$ cat src/rtl/gb_host_bridge.sv
// gb_host_bridge
//   Host-side ghostbus master. Turns a valid/ready command stream into a
//   single-cycle ghostbus transaction. Writes produce one `we` strobe and an
//   immediate ack. Reads hold `addr` and capture `dout` after RD_LAT cycles.
//   Every command gets exactly one response on a valid/ready response stream.
//
// Ports
//   clk, rst                  bus clock (rising edge); async active-high reset
//   cmd_valid/ready           command handshake (cmd_ready is registered)
//   cmd_we/addr/wdata         command fields, sampled only in the accept cycle
//   rsp_valid/ready           response handshake
//   rsp_we/rdata              response fields (rdata = 0 for write acks)
//   addr/din/we               ghostbus drive
//   dout                      ghostbus shared read-back
//   busy                      FSM not in IDLE
module gb_host_bridge #(
    parameter int AW     = 24,
    parameter int DW     = 32,
    parameter int RD_LAT = 2
) (
    input  logic          clk,
    input  logic          rst,
    input  logic          cmd_valid,
    output logic          cmd_ready,
    input  logic          cmd_we,
    input  logic [AW-1:0] cmd_addr,
    input  logic [DW-1:0] cmd_wdata,
    output logic          rsp_valid,
    input  logic          rsp_ready,
    output logic          rsp_we,
    output logic [DW-1:0] rsp_rdata,
    output logic [AW-1:0] addr,
    output logic [DW-1:0] din,
    output logic          we,
    input  logic [DW-1:0] dout,
    output logic          busy
);

    generate
        if (RD_LAT < 1 || RD_LAT > 15) begin : g_bad_rd_lat
            $error("gb_host_bridge: RD_LAT must be in 1..15");
        end
    endgenerate

    localparam logic [3:0] LAT = 4'(RD_LAT);

    typedef enum logic [1:0] {IDLE, WSTB, RWAIT, RESP} state_t;

    state_t     state, state_nxt;
    logic [3:0] cnt;
    logic       accept;

    assign accept = cmd_valid & cmd_ready;

    // Both strobes decode straight from the state register, so the async
    // reset drops them at once with no clock edge needed.
    assign we   = (state == WSTB);
    assign busy = (state != IDLE);

    always_ff @(posedge clk or posedge rst) begin
        if (rst) state <= IDLE;
        else     state <= state_nxt;
    end

    always_comb begin
        state_nxt = state;
        case (state)
            IDLE:    if (accept)     state_nxt = cmd_we ? WSTB : RWAIT;
            WSTB:                    state_nxt = RESP;
            RWAIT:   if (cnt == 4'd0) state_nxt = RESP;
            RESP:    if (rsp_ready)  state_nxt = IDLE;
            default:                 state_nxt = IDLE;
        endcase
    end

    always_ff @(posedge clk or posedge rst) begin
        if (rst) begin
            cmd_ready <= 1'b0;
            rsp_valid <= 1'b0;
            rsp_we    <= 1'b0;
            rsp_rdata <= '0;
            addr      <= '0;
            din       <= '0;
            cnt       <= 4'd0;
        end else begin
            case (state)
                IDLE: begin
                    if (accept) begin
                        addr      <= cmd_addr;
                        if (cmd_we) din <= cmd_wdata;  // reads leave din quiet
                        rsp_we    <= cmd_we;
                        cmd_ready <= 1'b0;
                        cnt       <= LAT;
                    end else begin
                        // Also the first edge after reset release.
                        cmd_ready <= 1'b1;
                    end
                end
                WSTB: begin
                    rsp_rdata <= '0;
                    rsp_valid <= 1'b1;
                end
                RWAIT: begin
                    // addr first drove the bus in the cycle cnt == LAT; dout
                    // is valid once cnt has counted down to zero.
                    if (cnt == 4'd0) begin
                        rsp_rdata <= dout;
                        rsp_valid <= 1'b1;
                    end else begin
                        cnt <= cnt - 4'd1;
                    end
                end
                RESP: begin
                    if (rsp_ready) begin
                        rsp_valid <= 1'b0;
                        cmd_ready <= 1'b1;
                    end
                end
                default: ;
            endcase
        end
    end

endmodule

$ cat config.mk
export PLATFORM = sky130hd
export DESIGN_NAME = gb_host_bridge
export DESIGN_NICKNAME = d
export VERILOG_FILES = /design/src/rtl/gb_host_bridge.sv
export SDC_FILE = /design/constraint.sdc
export NUM_CORES = 1
export LEC_CHECK = 0
export BUFFER_PORTS_ARGS = -buffer_cell sky130_fd_sc_hd__buf_4
export CORE_MARGIN = 2
export CORE_UTILIZATION = 49
export CTS_CLUSTER_DIAMETER = 30
export DETAILED_ROUTE_END_ITERATION = 12
export PLACE_DENSITY = 0.91
export SYNTH_ARGS = -nofsm -noshare
export SYNTH_HDL_FRONTEND = slang
export SYNTH_SLANG_ARGS = --single-unit
$ cat constraint.sdc
create_clock -name clk -period 5.9 [get_ports clk]
set_input_delay 1.18 -clock clk [delete_from_list [all_inputs] [get_ports clk]]
set_output_delay 1.18 -clock clk [all_outputs]
set_load 0.05 [all_outputs]
==> results of run 1 <==
## per-layer routing
layer	wire length, um	global-route usage, %	part of all wire [%]
met2	4580	36.8	50
met1	3630	26.8	39
met4	94	6.47	1.0
met5	0	0	0
met3	910	6.75	9.9
## placed cells by master, fill, tap and decap left out, types with 2 or more instances in the layout
cell | synthesis | routed
nand2_1 | 5 | 5
a22o_1 | 32 | 32
dfrtp_1 | 97 | 97
inv_1 | 10 | 9
buf_4 | 3 | 187
clkbuf_8 | 0 | 9
mux2_2 | 57 | 57
bufinv_16 | 0 | 2
o21ai_0 | 9 | 9
ha_1 | 7 | 7
o31ai_1 | 2 | 2
## state kept, by name (all words and copies together) (netlist names)
signal and cells:
rsp_valid 1, addr 24, state 2, din 32, cnt 4, cmd_ready 1, rsp_we 1, rsp_rdata 32
## critical path: stages, from the launching register on
cell	delay, ns
dfrtp_1	0.42
inv_1	0.11
ha_1	0.37
and4bb_1	1.16
a21oi_4	0.34
a22o_1	0.31
## cell type report
class / count / area [um^2]
flip-flops and latches: 97 / 2430
well taps: 102 / 128
fillers: 518 / 2140
multi-input cells: 132 / 1290
clock buffers: 10 / 128
inverters: 10 / 40.0
clock inverters: 6 / 90.1
repair buffers: 187 / 1400
## logic make-up after synthesis
logic type / after synthesis / synth area share (%)
AO/OA/AOI/OAI: 51 / 11.5
flip-flops: 97 / 63.5
adder cells (fa/ha/maj): 7 / 2.29
buffers and inverters: 23 / 2.88
multiplexers: 58 / 17.1
AND/OR/NAND/NOR: 16 / 2.78
## metrics by stage
stage | hold slack [ns] | setup WS, ns
2_1_floorplan | 0.509 | 2.19
3_3_place_gp | 0.465 | 3.28
3_5_place_dp | 0.470 | 3.06
4_1_cts | 0.495 | 3.05
5_1_grt | 0.510 | 2.84
6_report | 0.497 | 3.04
## final timing paths
kind,endpoint,cells past startpoint
max,rsp_rdata[23],5
min,rsp_we,2
max reg2reg,rsp_rdata[23],5
min reg2reg,rsp_we,2
max in group asynchronous,addr[21],3
min in group asynchronous,rsp_rdata[31],2
==> out/summary.txt, run 1 <==
PLACE
-------------------------------------------------------------------------------------
Placer's final routability congestion estimate .........................        0.800
Sum of net half-perimeters after detailed placement ....................      6810 um
IO buf count ...........................................................          185
Area of placed instances ...............................................    5290 um^2
Cell total after placement .............................................          528

STA
-------------------------------------------------------------------------------------
F_max ..................................................................      350 MHz
Count of final setup violators .........................................            0
Headroom to the max-slew limit .........................................        9.77%
Fin Setup TNS ..........................................................         0 ns
Worst Tran Pin Value ...................................................      1.35 ns
Minimum period implied by the final worst setup slack ..................      2.86 ns
Crit share post-route ..................................................        48.5%
RSZ-0062 raised after global routing ...................................        false
Fin Clk Skew ...........................................................   0.00903 ns
Final Hold Vio Count ...................................................            0
Max Transition Viols Final .............................................            0

FINAL LAYOUT
-------------------------------------------------------------------------------------
Nets ...................................................................          537
Fraction of layout instances using a drive strength above 1 ............        60.2%
Area of all placed cells without fillers ...............................    5500 um^2
Final antenna diode count ..............................................            0
Share of the core filled with cells ....................................        72.0%
Non-filler instance count after layout .................................          544
Area growth from synthesis to layout ...................................        43.9%

SYNTHESIS
-------------------------------------------------------------------------------------
Synth warnings .........................................................            0
Sequential share of the synthesized area ...............................        63.5%
Most common cell in the netlist ........................................      dfrtp_1
#FFs+latches synth .....................................................           97
Post-Syn Nets ..........................................................          352
Avg Inst Size Synth ....................................................    15.2 um^2
Top cells by area in the synthesized netlist ........................... dfrtp_1 63%, mux2_2 17%, a22o_1 7.3%
Commonest cells in the netlist ......................................... 97 x dfrtp_1, 57 x mux2_2, 32 x a22o_1, 10 x buf_2, 10 x inv_1
Number of instances in the synthesized netlist .........................          252
Dominant cell type by area after synthesis .............................      dfrtp_1
Number of library cell types mapped by synthesis .......................           30
Number of enable-type register cells in the synthesized netlist ........            0
Top cell type's share of synthesized area ..............................        63.5%
Synthesized cell area ..................................................    3820 um^2
Top flip-flop cell by instance count after synthesis ...................      dfrtp_1
FFs w/ async S/R, synth ................................................         100%

CLOCK TREE
-------------------------------------------------------------------------------------
Worst-case clock buffer depth ..........................................            2
CTS tree ...............................................................          yes
Skew-Pair Late Insertion Delay .........................................      0.34 ns
Total number of H-tree levels ..........................................            3
Worst-path clk slew ....................................................      0.09 ns
# Post-CTS Setup Buffers ...............................................            0
CTS hold repair buffers ................................................            0
Post-cts sizing count ..................................................            0
Count of clock tree sinks ..............................................           97
Clock tree root buffer cell ............................................     clkbuf_8
Total CTS buffers ......................................................            9

GLOBAL ROUTE
-------------------------------------------------------------------------------------
First-pass GRT wire length .............................................    14,500 um
Vias in the first global route .........................................        2,932
Maximum number of pins on one net before global-route repair ...........           54
Total Routing Usage GR .................................................        21.7%
Initial antenna violation count ........................................            0
Global route overflow ..................................................            0

ROUTE
-------------------------------------------------------------------------------------
Count of routing violations after the opening detailed-route iteration .           74
Via density per instance ...............................................         5.17
Count of unresolved DRC violations after routing .......................            0
Total detailed-routing wirelength ......................................      9210 um
Detailed-route via count ...............................................        2,811
Post-detailed-route count of antenna-violating nets ....................            0
Per-cell routed wire length ............................................      16.9 um
Detailed-routing iteration count for the pre-antenna-repair pass .......            4

DIE
-------------------------------------------------------------------------------------
Area of the placeable core .............................................    7650 um^2
Die Y-Extent ...........................................................      92.3 um
Count of boundary I/O pins .............................................          186
Row Count ..............................................................           32
Initial Utilization ....................................................        50.0%
Width of the die .......................................................      92.3 um
Overall die area .......................................................    8530 um^2

SETUP PATH
-------------------------------------------------------------------------------------
Kind of start point of the critical path ...............................         flop
Critical Setup Path Class ..............................................   reg -> reg
Startpoint of the worst setup timing path ..............................     state[0]
Flop2flop setup slack ..................................................      3.04 ns
Capturing element type of the critical path ............................         flop
Largest fanout on the critical path ....................................           36
Start of the worst register-to-register path ...........................     state[0]
Required time worst endpoint ...........................................      6.13 ns
CP arrival .............................................................      3.09 ns

STATUS
-------------------------------------------------------------------------------------
Result of the run ...................................................... finished, final reports clean

FLOW RUN
-------------------------------------------------------------------------------------
Maximum capacitance violations .........................................            0

WORST HOLD PATH
-------------------------------------------------------------------------------------
Class of the worst hold path ...........................................   reg -> reg
Startpoint of the worst hold path ......................................       rsp_we

Power of run 1 is not shown: default switching activity piles up to over one toggle a cycle in this logic, so the estimate is an artifact.
==> run 2: changes to the inputs <==
--- a/config.mk
+++ b/config.mk
@@ -7,10 +7,10 @@
 export LEC_CHECK = 0
 export BUFFER_PORTS_ARGS = -buffer_cell sky130_fd_sc_hd__buf_4
 export CORE_MARGIN = 2
-export CORE_UTILIZATION = 49
+export CORE_UTILIZATION = 41
 export CTS_CLUSTER_DIAMETER = 30
 export DETAILED_ROUTE_END_ITERATION = 12
-export PLACE_DENSITY = 0.91
+export PLACE_DENSITY = 0.82
 export SYNTH_ARGS = -nofsm -noshare
 export SYNTH_HDL_FRONTEND = slang
 export SYNTH_SLANG_ARGS = --single-unit
==> constraint.sdc (replaced) <==
create_clock -name clk -period 2.4 [get_ports clk]
set_input_delay 0.48 -clock clk [delete_from_list [all_inputs] [get_ports clk]]
set_output_delay 0.48 -clock clk [all_outputs]
set_load 0.05 [all_outputs]
==> out/summary.txt, run 2 (synthesis gave the netlist of run 1 again) <==
WORST HOLD PATH
-------------------------------------------------------------------------------------
Class of the worst hold path ...........................................  in -> async   was reg -> reg

SETUP PATH
-------------------------------------------------------------------------------------
Kind of start point of the critical path ...............................         flop   unchanged
Critical path, cell by cell ............................................ inv_1 -> ha_1 -> inv_1 -> a21oi_4 -> a22o_1   was inv_1 -> ha_1 -> and4bb_1 -> a21oi_4 -> a22o_1
Critical Setup Path Class ..............................................   reg -> reg   unchanged
Slowest Stage Delay on Critical Path ...................................      0.69 ns   was 1.16 ns
CP arrival .............................................................      2.34 ns   was 3.09 ns
Capturing element type of the critical path ............................         flop   unchanged
Required time worst endpoint ...........................................      2.67 ns   was 6.13 ns
Crit path max-delay cell type ..........................................      a21oi_4   was and4bb_1
Largest fanout on the critical path ....................................           32   was 36
Most frequent CP cell ..................................................        inv_1

GLOBAL ROUTE
-------------------------------------------------------------------------------------
First-pass GRT wire length .............................................    13,500 um   was 14,500 um
Global route overflow ..................................................            0   unchanged
Maximum number of pins on one net before global-route repair ...........           98   was 54
Vias in the first global route .........................................        2,791   was 2,932
Initial antenna violation count ........................................            0   unchanged
Total Routing Usage GR .................................................        16.9%   was 21.7%

STA
-------------------------------------------------------------------------------------
Worst Tran Pin Value ...................................................     0.834 ns   was 1.35 ns
Final Hold Vio Count ...................................................            0   unchanged
Fin Setup TNS ..........................................................         0 ns   unchanged
Max Transition Viols Final .............................................            0   unchanged
Worst hold slack .......................................................     0.257 ns   was 0.497 ns
Minimum setup slack in the final design ................................     0.334 ns   was 3.04 ns
Minimum period implied by the final worst setup slack ..................      2.07 ns   was 2.86 ns
Headroom to the max-slew limit .........................................        44.3%   was 9.77%
Fin Clk Skew ...........................................................    0.0196 ns   was 0.00903 ns
F_max ..................................................................      484 MHz   was 350 MHz
RSZ-0062 raised after global routing ...................................        false   unchanged
Count of final setup violators .........................................            0   unchanged
Crit share post-route ..................................................        86.1%   was 48.5%

DIE
-------------------------------------------------------------------------------------
Die Y-Extent ...........................................................       101 um   was 92.3 um
Row Count ..............................................................           35   was 32
Overall die area .......................................................  10,100 um^2   was 8530 um^2
Count of boundary I/O pins .............................................          186   unchanged
Width of the die .......................................................       101 um   was 92.3 um
Initial Utilization ....................................................        41.8%   was 50.0%
Area of the placeable core .............................................    9150 um^2   was 7650 um^2

STATUS
-------------------------------------------------------------------------------------
Result of the run ...................................................... finished, final reports clean   unchanged

CLOCK TREE
-------------------------------------------------------------------------------------
Total CTS buffers ......................................................            9   unchanged
CTS tree ...............................................................          yes   unchanged
Skew-Pair Late Insertion Delay .........................................      0.35 ns   was 0.34 ns
CTS hold repair buffers ................................................            0   unchanged
Worst-path clk slew ....................................................      0.10 ns   was 0.09 ns
Worst-case clock buffer depth ..........................................            2   unchanged
# Post-CTS Setup Buffers ...............................................            0   unchanged
Count of clock tree sinks ..............................................           97   unchanged
Clock tree root buffer cell ............................................     clkbuf_8   unchanged
Total number of H-tree levels ..........................................            3   unchanged
Post-cts sizing count ..................................................            0   unchanged

ROUTE
-------------------------------------------------------------------------------------
Post-detailed-route count of antenna-violating nets ....................            0   unchanged
Detailed-routing iteration count for the pre-antenna-repair pass .......            5   was 4
Per-cell routed wire length ............................................      15.7 um   was 16.9 um
Count of unresolved DRC violations after routing .......................            0   unchanged
Total detailed-routing wirelength ......................................      8710 um   was 9210 um
Detailed-route via count ...............................................        2,819   was 2,811
Via density per instance ...............................................         5.08   was 5.17
Count of routing violations after the opening detailed-route iteration .           67   was 74

FINAL LAYOUT
-------------------------------------------------------------------------------------
Fraction of layout instances using a drive strength above 1 ............        60.1%   was 60.2%
Non-filler instance count after layout .................................          555   was 544
Fill cells .............................................................          740   was 518
Top flop regs .......................................................... din (32), rsp_rdata (32), addr (24)   unchanged
Commonest cells after routing, fill and taps aside ..................... 187 x buf_4, 97 x dfrtp_1, 57 x mux2_2, 32 x a22o_1   unchanged
Nets ...................................................................          539   was 537
Most common cell after layout, fill and taps aside .....................        buf_4   unchanged
Final antenna diode count ..............................................            0   unchanged
Area growth from synthesis to layout ...................................        44.7%   was 43.9%

PLACE
-------------------------------------------------------------------------------------
Setup Slack @ Placement ................................................     0.315 ns   was 3.06 ns
IO buf count ...........................................................          185   unchanged
Sum of net half-perimeters after detailed placement ....................      6270 um   was 6810 um
Cell total after placement .............................................          539   was 528
Placer's final routability congestion estimate .........................        0.788   was 0.800

FLOW RUN
-------------------------------------------------------------------------------------
Maximum capacitance violations .........................................            0   unchanged

run 2: routing by layer:
metal  track usage, %  wire length (um)
met5                0                 0
met4             4.43                85
met3             5.76               731
met2             27.6              4190
met1             21.8              3700
run 2: per-stage QoR:
stage | utilization, % | instance area (um^2)
after detailed placement | 58.3 | 5340
final | 60.5 | 5530
after global routing | 60.5 | 5530
after global placement | 58.3 | 5340
after CTS | 60.5 | 5530
after floorplan | - | 3830
run 2: critical path: cells and delay by family, from the launching register on:
kind,cells,cell delay [ns]
flops,1,0.42
fa+ha+maj,1,0.36
compound gates,2,0.93
buf+inv,2,0.28
run 2: cell type report:
cell class	instances	area [um^2]	area share (%)
well taps	111	139	2.51
repair buffers	189	1440	26.1
clock inverters	5	63.8	1.15
multi-input cells	132	1290	23.2
inverters	10	41.3	0.746
clock buffers	11	131	2.37
flip-flops and latches	97	2430	43.9
run 2: worst paths after layout:
check / slack, ns / from / cells past startpoint / endpoint
setup reg to reg: 0.33 / state[0] / 5 / rsp_rdata[5]
hold reg to reg: 0.51 / rsp_rdata[30] / 1 / rsp_rdata[30]
max in group asynchronous: 1.73 / rst / 3 / state[0]
min in group clk: 0.35 / dout[13] / 2 / rsp_rdata[13]
hold / removal: 0.26 / rst / 3 / addr[11]
setup / recovery: 0.33 / state[0] / 5 / rsp_rdata[5]
Power of run 2 is left out for the same reason.
==> run 3: changes to the inputs <==
--- a/config.mk
+++ b/config.mk
@@ -6,6 +6,7 @@
 export NUM_CORES = 1
 export LEC_CHECK = 0
 export BUFFER_PORTS_ARGS = -buffer_cell sky130_fd_sc_hd__buf_4
+export CORE_ASPECT_RATIO = 2
 export CORE_MARGIN = 2
 export CORE_UTILIZATION = 41
 export CTS_CLUSTER_DIAMETER = 30
==> out/summary.txt, run 3 (synthesis gave the netlist of run 1 again) <==
STATUS
-------------------------------------------------------------------------------------
Result of the run ...................................................... finished, final reports clean   unchanged

FINAL LAYOUT
-------------------------------------------------------------------------------------
Sequential cell area ...................................................    2430 um^2   unchanged
Top flop regs .......................................................... din (32), rsp_rdata (32), addr (24)   unchanged
Fraction of layout instances using a drive strength above 1 ............        60.4%   was 60.1%
Commonest cells after routing, fill and taps aside ..................... 189 x buf_4, 97 x dfrtp_1, 57 x mux2_2, 32 x a22o_1   was 187 x buf_4, 97 x dfrtp_1, 57 x mux2_2, 32 x a22o_1
Final antenna diode count ..............................................            0   unchanged
Multi-input gate area ..................................................    1290 um^2   unchanged
Fill cells .............................................................          700   was 740
Most common cell after layout, fill and taps aside .....................        buf_4   unchanged
Area growth from synthesis to layout ...................................        46.7%   was 44.7%
Share of the core filled with cells ....................................        62.2%   was 60.5%
Nets ...................................................................          540   was 539

ROUTE
-------------------------------------------------------------------------------------
Via density per instance ...............................................         5.12   was 5.08
Post-detailed-route count of antenna-violating nets ....................            0   unchanged
Count of unresolved DRC violations after routing .......................            0   unchanged
Detailed-route via count ...............................................        2,797   was 2,819
Per-cell routed wire length ............................................      16.7 um   was 15.7 um
Total detailed-routing wirelength ......................................      9130 um   was 8710 um
Count of routing violations after the opening detailed-route iteration .          138   was 67
Detailed-routing iteration count for the pre-antenna-repair pass .......            4   was 5

PLACE
-------------------------------------------------------------------------------------
Placer's final routability congestion estimate .........................        0.795   was 0.788
Setup Slack @ Placement ................................................     0.339 ns   was 0.315 ns
Sum of net half-perimeters after detailed placement ....................      6970 um   was 6270 um
IO buf count ...........................................................          185   unchanged

CLOCK TREE
-------------------------------------------------------------------------------------
Count of clock tree sinks ..............................................           97   unchanged
Total CTS buffers ......................................................            9   unchanged
Clock tree root buffer cell ............................................    clkbuf_16   was clkbuf_8
Post-cts sizing count ..................................................            0   unchanged
# Post-CTS Setup Buffers ...............................................            0   unchanged
CTS tree ...............................................................          yes   unchanged
Worst-case clock buffer depth ..........................................            2   unchanged
Worst-path clk slew ....................................................      0.07 ns   was 0.10 ns
CTS hold repair buffers ................................................            0   unchanged
Skew-Pair Late Insertion Delay .........................................      0.33 ns   was 0.35 ns
Total number of H-tree levels ..........................................            3   unchanged

STA
-------------------------------------------------------------------------------------
Fin Clk Skew ...........................................................   0.00941 ns   was 0.0196 ns
Minimum setup slack in the final design ................................     0.310 ns   was 0.334 ns
F_max ..................................................................      478 MHz   was 484 MHz
Minimum period implied by the final worst setup slack ..................      2.09 ns   was 2.07 ns
Headroom to the max-slew limit .........................................        45.0%   was 44.3%
Max Transition Viols Final .............................................            0   unchanged
Final Hold Vio Count ...................................................            0   unchanged
Crit share post-route ..................................................        87.1%   was 86.1%
RSZ-0062 raised after global routing ...................................        false   unchanged
Count of final setup violators .........................................            0   unchanged
Fin Setup TNS ..........................................................         0 ns   unchanged
Worst Tran Pin Value ...................................................     0.823 ns   was 0.834 ns

DIE
-------------------------------------------------------------------------------------
Overall die area .......................................................  10,200 um^2   was 10,100 um^2
Area of the placeable core .............................................    9010 um^2   was 9150 um^2
Width of the die .......................................................      72.3 um   was 101 um
Die Y-Extent ...........................................................       141 um   was 101 um
Count of boundary I/O pins .............................................          186   unchanged
Initial Utilization ....................................................        42.4%   was 41.8%
Row Count ..............................................................           49   was 35

WORST HOLD PATH
-------------------------------------------------------------------------------------
Class of the worst hold path ...........................................  in -> async   unchanged

SETUP PATH
-------------------------------------------------------------------------------------
Kind of start point of the critical path ...............................         flop   unchanged
CP arrival .............................................................      2.35 ns   was 2.34 ns
Largest fanout on the critical path ....................................           32   unchanged
Required time worst endpoint ...........................................      2.66 ns   was 2.67 ns
Capturing element type of the critical path ............................         flop   unchanged
Critical Setup Path Class ..............................................   reg -> reg   unchanged

FLOW RUN
-------------------------------------------------------------------------------------
Maximum capacitance violations .........................................            0   unchanged

GLOBAL ROUTE
-------------------------------------------------------------------------------------
Maximum number of pins on one net before global-route repair ...........           54   was 98
Global route overflow ..................................................            0   unchanged
Total Routing Usage GR .................................................        18.2%   was 16.9%
Vias in the first global route .........................................        3,025   was 2,791
First-pass GRT wire length .............................................    14,200 um   was 13,500 um
Initial antenna violation count ........................................            0   unchanged

==> run 3: final cells by class <==
cell class	count	area share, %
Clock buffer	10	4.08
Timing Repair Buffer	190	25.7
Inverter	10	0.736
Sequential cell	97	43.3
Multi-Input combinational cell	132	22.9
Tap cell	102	2.28
Clock inverter	5	1.03
==> run 3: critical path, cell delays in order (launching register included) <==
cell,delay [ns]
dfrtp_1,0.40
inv_1,0.10
ha_1,0.33
and4bb_1,0.31
a21oi_4,0.64
a22o_1,0.23
==> run 3: routing by layer <==
metal	part of all wire [%]	track usage [%]	up-vias
li1	-	-	1291
met1	35	18.7	1357
met5	0	0	-
met3	6.8	5.22	18
met4	2.1	7.75	0
met2	56	33.2	131
==> run 3: through the flow <==
| stage | std cells | cell area [um^2] | hold slack [ns] |
|---|---|---|---|
| 4_1_cts | 546 | 5610 | 0.0952 |
| 3_5_place_dp | 531 | 5320 | 0.469 |
| 5_1_grt | 546 | 5610 | 0.114 |
| 3_3_place_gp | 531 | 5320 | 0.467 |
| 2_1_floorplan | 252 | 3830 | 0.509 |
| 6_report | 546 | 5610 | 0.103 |
==> run 3: worst paths after layout <==
kind	start	endpoint	slack, ns	depth (start not counted)
worst max-delay path	state[0]	rsp_rdata[1]	0.31	5
min in group clk	dout[14]	rsp_rdata[14]	0.37	2
worst min-delay path	rst	din[21]	0.10	2
worst min register to register	rsp_we	rsp_we	0.49	2
max in group asynchronous	rst	addr[16]	1.60	3
worst max register to register	state[0]	rsp_rdata[1]	0.31	5
Power of run 3 is left out for the same reason.
